[src/rtl/pipeline_stage_regs.sv]
// Pipeline registers for PC, IF/ID and ID/EX with hazard-unit stall/flush control.
// Also keeps saturating stall/flush statistics and a stall watchdog.
//
// Ports:
//   clk, rst           rising-edge clock, async active-high reset
//   stall_F, stall_D   1 = advance/load, 0 = hold (PC, IF/ID)
//   flush_D, flush_E   1 = load bubble into IF/ID, ID/EX
//   pc_load, pc_target PC redirect (branch taken / return)
//   instr_F            instruction at pc_F
//   ctrl_D, rs/rt/rd_D decode outputs carried into ID/EX
//   pc_F               fetch address
//   instr_D, pc_plus1_D, valid_D          IF/ID contents
//   ctrl_E, rs/rt/rd_E, pc_plus1_E, valid_E  ID/EX contents
//   stall_cycles, flush_count             saturating statistics
//   hazard_timeout     sticky: PC frozen for MAX_STALL cycles
module pipeline_stage_regs #(
  parameter logic [7:0] RESET_PC  = 8'h00,
  parameter logic [7:0] NOP_INSTR = 8'h00,
  parameter int         CTRL_W    = 12,
  parameter int         CNT_W     = 16,
  parameter int         MAX_STALL = 8
) (
  input  logic              clk,
  input  logic              rst,
  input  logic              stall_F,
  input  logic              stall_D,
  input  logic              flush_D,
  input  logic              flush_E,
  input  logic              pc_load,
  input  logic [7:0]        pc_target,
  input  logic [7:0]        instr_F,
  input  logic [CTRL_W-1:0] ctrl_D,
  input  logic [1:0]        rs_D,
  input  logic [1:0]        rt_D,
  input  logic [1:0]        rd_D,
  output logic [7:0]        pc_F,
  output logic [7:0]        instr_D,
  output logic [7:0]        pc_plus1_D,
  output logic              valid_D,
  output logic [CTRL_W-1:0] ctrl_E,
  output logic [1:0]        rs_E,
  output logic [1:0]        rt_E,
  output logic [1:0]        rd_E,
  output logic [7:0]        pc_plus1_E,
  output logic              valid_E,
  output logic [CNT_W-1:0]  stall_cycles,
  output logic [CNT_W-1:0]  flush_count,
  output logic              hazard_timeout
);

  localparam int RUN_W = $clog2(MAX_STALL + 1);
  localparam logic [RUN_W-1:0] RUN_MAX = RUN_W'(MAX_STALL);

  logic [RUN_W-1:0] run_cnt;
  logic             frozen;

  // PC is frozen only when not stalled-open and not redirected
  assign frozen = !stall_F && !pc_load;

  always_ff @(posedge clk or posedge rst) begin
    if (rst) begin
      pc_F <= RESET_PC;
    end else if (pc_load) begin
      pc_F <= pc_target;
    end else if (stall_F) begin
      pc_F <= pc_F + 8'd1;
    end
  end

  always_ff @(posedge clk or posedge rst) begin
    if (rst) begin
      instr_D    <= NOP_INSTR;
      pc_plus1_D <= 8'h00;
      valid_D    <= 1'b0;
    end else if (flush_D) begin
      instr_D    <= NOP_INSTR;
      pc_plus1_D <= 8'h00;
      valid_D    <= 1'b0;
    end else if (stall_D) begin
      instr_D    <= instr_F;
      pc_plus1_D <= pc_F + 8'd1;
      valid_D    <= 1'b1;
    end
  end

  // A zeroed bundle clears reg_write/mem_read, so bubbles
  // never forward or trigger load-use stalls.
  always_ff @(posedge clk or posedge rst) begin
    if (rst) begin
      ctrl_E     <= '0;
      rs_E       <= 2'b00;
      rt_E       <= 2'b00;
      rd_E       <= 2'b00;
      pc_plus1_E <= 8'h00;
      valid_E    <= 1'b0;
    end else if (flush_E) begin
      ctrl_E     <= '0;
      rs_E       <= 2'b00;
      rt_E       <= 2'b00;
      rd_E       <= 2'b00;
      pc_plus1_E <= 8'h00;
      valid_E    <= 1'b0;
    end else begin
      ctrl_E     <= ctrl_D;
      rs_E       <= rs_D;
      rt_E       <= rt_D;
      rd_E       <= rd_D;
      pc_plus1_E <= pc_plus1_D;
      valid_E    <= valid_D;
    end
  end

  always_ff @(posedge clk or posedge rst) begin
    if (rst) begin
      stall_cycles <= '0;
      flush_count  <= '0;
    end else begin
      if (!stall_F && stall_cycles != '1)
        stall_cycles <= stall_cycles + 1'b1;
      if ((flush_D || flush_E) && flush_count != '1)
        flush_count <= flush_count + 1'b1;
    end
  end

  // Flag is raised on the edge where the run count
  // becomes MAX_STALL; run count saturates there.
  always_ff @(posedge clk or posedge rst) begin
    if (rst) begin
      run_cnt        <= '0;
      hazard_timeout <= 1'b0;
    end else if (frozen) begin
      if (run_cnt != RUN_MAX)
        run_cnt <= run_cnt + 1'b1;
      if (run_cnt >= RUN_MAX - 1'b1)
        hazard_timeout <= 1'b1;
    end else begin
      run_cnt <= '0;
    end
  end

endmodule

[config.mk]
export PLATFORM = sky130hd
export DESIGN_NAME = pipeline_stage_regs
export DESIGN_NICKNAME = d
export VERILOG_FILES = /design/src/rtl/pipeline_stage_regs.sv
export SDC_FILE = /design/constraint.sdc
export NUM_CORES = 1
export LEC_CHECK = 0
export CELL_PAD_IN_SITES_DETAIL_PLACEMENT = 0
export CELL_PAD_IN_SITES_GLOBAL_PLACEMENT = 1
export CORE_ASPECT_RATIO = 0.9
export CORE_UTILIZATION = 35
export DETAILED_ROUTE_END_ITERATION = 7
export PLACE_DENSITY = 0.82
export SLEW_MARGIN = 20
export SYNTH_ARGS = -nofsm -noshare
export SYNTH_HDL_FRONTEND = slang
export SYNTH_SLANG_ARGS = --single-unit
export TNS_END_PERCENT = 20
[constraint.sdc]
create_clock -name clk -period 3.2 [get_ports clk]
set_input_delay 0.32 -clock clk [delete_from_list [all_inputs] [get_ports clk]]
set_output_delay 0.32 -clock clk [all_outputs]
set_load 0.02 [all_outputs]
Word-level counts from Yosys, hierarchy flattened
Index checks and enable logic that the tools add are counted.
Storage, ports and cells
  logic and storage cells: 48
  input port bits: 41
  bits in registers: 89
  output and inout port bits: 85
Cells by class
  order comparisons: 1
  eq/ne operators: 4
  reduce and logical (&&, ||, !) cells: 9
  add/sub/neg operators: 4
  mux-type cells: 16
Operator list (count)
  2-to-1 mux 8 bit: 7
  adder 16 x 1 -> 16 bit, second input constant: 2
  != test 16 bit, second input constant: 2
  2-to-1 mux 12 bit: 1
  adder 8 x 1 -> 8 bit, second input constant: 1
  2-to-1 mux 4 bit: 2
  2-to-1 mux 2 bit: 3
  adder 4 x 1 -> 4 bit, second input constant: 1
  greater-or-equal comparator 4 x 3 -> 1 bit, second input constant: 1
  != test 4 bit, second input constant: 1
  nonzero test 2 bit: 2
  logical AND 1 bit: 3
  2-to-1 mux 1 bit: 3
  logical NOT 1 bit: 2
  != test 2 x 1 -> 1 bit, second input constant: 1
  AND reduction 2 bit: 1
  logical OR 1 bit: 1

Depth between registers and ports, before layout
  word-level depth: 3
  mapped depth: 6

Least setup slack after synthesis
No wires, ideal clock.
  kind: reg2reg
  start point: reg stall_cycles[0]
  end point: reg stall_cycles[14]
  buffers on the path: 0
  slack: 1.557 ns
  period minus slack after synthesis: 1.643 ns
  cell stages (with the launch flop): 6
  data arrival time: 1.564 ns
  path through: dfrtp_1 -> ha_1 -> nand2_1 -> a2111o_1 -> nor2_1 -> xor2_1
On the way
  longest elaborated chain between the ends: 2
  elaborated cells on any way between the ends: 3
Ends and longest elaborated chain
  start, declared: RTL line 46  | output logic [CNT_W-1:0] stall_cycles,
  start signal, assigned: RTL line 119  | stall_cycles <= stall_cycles + 1'b1;
  parallel branches: the longest is 2 deep, another holds adder 16 x 1 -> 16 bit
Several ways; the timed one is not identified.
A chain may end at the register's enable or synchronous reset.

Worst setup path after layout
  start point: in flush_E
  end point: reg flush_count[7]
On the way
  longest elaborated chain between the ends: 2
Ends and longest elaborated chain
  start, declared: RTL line 28  | input logic flush_E,
  logical OR 1 bit: RTL line 120  | if ((flush_D || flush_E) && flush_count != '1)
  logical AND 1 bit: RTL line 120
  end signal, assigned: RTL line 121  | flush_count <= flush_count + 1'b1;
  end, declared: RTL line 47  | output logic [CNT_W-1:0] flush_count,
No other way between the ends.

==> run summary <==
Cell taking the most area after synthesis: dfrtp_1
Unrepaired setup endpoints after global routing: false
Die Wd: 113 um
All-Layer GR Usage: 0.171
Post-synth ARST share: 1.00
Largest net degree at the start of global routing: 48
Count of pins over their slew limit: 0
FILL cells: 993
Final wirelength: 9380 um
Clk pin slew, worst setup/hold paths: 0.07 ns
Nets: 515
Hold-fix buffers at CTS: 0
R2r setup slk: 1.46 ns
Critical Setup Path Class: input port to register
Worst skew pair latency: 0.34 ns
Int Power: 0.00235 W
Max_cap viols: 0
Yosys reg bits: 89
Sw Pwr: 0.00109 W
Synth top area share: 0.570
Top delay family on crit path: buffers and inverters
WP data required: 3.46 ns
Full die area: 11600 um2
Synthesized Nets: 389
Vias per cell: 4.88
Power share of the combinational group: 0.261
Max VDD drop: 0.000520 V
CP Launch Type: input port
Setup Skew: 0.00694 ns
Status: finished clean
Worst-Margin Slew: 1.01 ns
WL/cell: 15.0 um
Clock share of power: 0.312
Initial core utilization: 0.360
Share of cells above drive strength 1: 0.0717
Top cells by area, synth: dfrtp_1, xor2_1, nor2b_1
Die Y: 102 um
Synth warnings: 0
DR vias: 3055
Hold Fails Final Rpt: 0
Clock Sink Count: 89
Htree depth: 3
Initial DRC count: 167
Area growth syn-to-layout: 44.2%
EDFF count, synth: 0
Net Sw Frac: 0.317
CP max FO: 15
Fmax: 0.519 GHz
Ys flop type: dfrtp_1
Initial antenna violation count: 0
Crit end category: register
Input/output buffers: 125
Setup TNS: 0 ns
Pwr dens: 610 nW/um2
P_leak: 2.43 nW
TritonCTS buffer count: 9
Endpoints failing setup: 0
# DRC: 0
I/O pin cnt: 126
Synthesized area: 3910 um2
Library cells used by synthesis: 44
Hpwl dp: 6740 um
FP Rows: 36
Slowest cell on crit path: clkdlybuf4s50_1
GP Congestion: 0.851
Vias in the first global route: 2983
Period utilization: 0.602
Max_slew headroom: 0.326
Root buffer cell: clkbuf_16
Mean Syn Cell Area: 11.4 um2
Setup bufs post-CTS: 0
Total power: 0.00344 W
Total core area: 10900 um2
Detail Route Antenna Nets: 0
Crit path time final: 1.93 ns
Post-Syn Instances: 343
Drt pass-1 iters: 4
First-pass GRT wire length: 15400 um
Post-CTS sizing: 0
Part of the power in registers: 0.428
CTS tree: yes
GRT Residual Overflow: 0
Buffers & Inverters on Critical Path: 1
HP Class: input port to asynchronous set/reset pin
Critical path arrival: 2.19 ns
CP max stage delay: 0.85 ns
Ant diodes: 0
CTS max path bufs: 2
Post-synthesis sequential area ratio: 0.570
CP cell instances: clkdlybuf4s50_1 > o2111ai_1 > a211oi_1 > xor2_1
area by class of cell:
class,count,area (um2),share of cell area
Clock buffer,10,239,0.0424
Clock inverter,6,65.1,0.0116
Inverter,7,27.5,0.00489
Multi-Input combinational cell,232,1580,0.281
Sequential cell,89,2230,0.395
Tap cell,152,190,0.0338
Timing Repair Buffer,130,1300,0.231
cells by family (layout without fill, tap and decap cells):
group / Yosys count / after routing / synth area share
adders and majority gates: 5 / 5 / 0.0160
DFF: 89 / 89 / 0.570
and+or+nand+nor: 138 / 138 / 0.199
AOI/OAI and AO/OA: 36 / 36 / 0.0634
muxes: 15 / 15 / 0.0413
buffers and inverters: 22 / 153 / 0.0247
xor gates and xnor gates: 38 / 38 / 0.0852
layer usage:
layer,vias up,global-route usage,share of wire
li1,1453,-,-
met1,1489,0.233,0.47
met2,103,0.270,0.47
met3,10,0.0415,0.049
met4,0,0.0526,0.0097
met5,-,0,0
final timing paths:
| kind | to | start | depth (start not counted) |
|---|---|---|---|
| max | flush_count[7] | flush_E | 4 |
| min | flush_count[12] | rst | 2 |
| max reg2reg | flush_count[1] | flush_count[3] | 4 |
| min reg2reg | hazard_timeout | hazard_timeout | 2 |
| max in group asynchronous | stall_cycles[7] | rst | 3 |
| min in group clk | hazard_timeout | hazard_timeout | 2 |
power groups by stage:
stage,Combinational [W],Clock (W),Sequential [W]
after floorplan,0.000313,0,0.00162
final,0.000897,0.00107,0.00147
after global placement,0.000881,0,0.00148
after detailed placement,0.000902,0,0.00148
after CTS,0.000907,0.00111,0.00147
after global routing,0.000961,0.00114,0.00150
cells in the mapped netlist (2+ instances only):
master    instances
dfrtp_1          89
nor2_1           28
nor2b_1          28
xor2_1           23
nand2_1          21
xnor2_1          15
nand3_1          13
nand4_1          13
mux2i_1          12
o21ai_0          11
clkbuf_1          8
nor3_1            8
inv_1             7
a211oi_1          6
a21oi_1           5
buf_2             5
ha_1              5
and4_1            4
nor4_1            4
or3_1             4
a311oi_1          3
a31oi_1           3
nand4_2           3
and2_1            2
and3_1            2
mux2_4            2
o31ai_1           2
through the flow:
step,area [um2],setup WS [ns],util,instances,hold slack [ns]
after floorplan,3910,0.573,-,343,0.416
after global placement,5330,1.05,0.491,610,0.462
after detailed placement,5330,0.924,0.491,610,0.461
after CTS,5630,1.26,0.519,626,0.450
after global routing,5630,1.13,0.519,626,0.504
final,5630,1.27,0.519,626,0.421
worst reg2reg max path, cell delays in order, from the launching register on:
cell     delay [ns]
dfrtp_1        0.47
and4_4         0.31
and4_1         0.44
a21oi_4        0.11
mux2_4         0.30
cells in the final DEF (no fill, tap or decap), types with 2 or more instances in the layout:
cell             synthesis  routed
a311oi_1                 3       3
a211oi_1                 6       6
mux2i_1                 12      12
nand3_1                 13      13
ha_1                     5       5
nand4_2                  3       3
buf_4                    0       4
nor3_1                   8       8
xor2_1                  23      23
clkinv_2                 0       3
nor4_1                   4       4
and2_1                   2       2
o21ai_0                 11      11
inv_1                    7       6
or3_1                    4       4
clkdlybuf4s50_1          0     125
nand2_1                 21      21
a21oi_1                  5       5
dfrtp_1                 89      89
o31ai_1                  2       2
and3_1                   2       2
nor2b_1                 28      28
inv_6                    0       2
and4_1                   4       4
nor2_1                  28      28
mux2_4                   2       2
xnor2_1                 15      15
nand4_1                 13      13
a31oi_1                  3       3
clkbuf_16                0       9
sequential cells by signal, indices dropped and copies added, names as in the netlist:
register        flops
instr_D             8
rd_E                2
pc_F                8
valid_D             1
valid_E             1
pc_plus1_D          8
ctrl_E             12
stall_cycles       16
pc_plus1_E          8
flush_count        16
rs_E                2
hazard_timeout      1
rt_E                2
run_cnt             4
(Power assumes the default switching activity.)
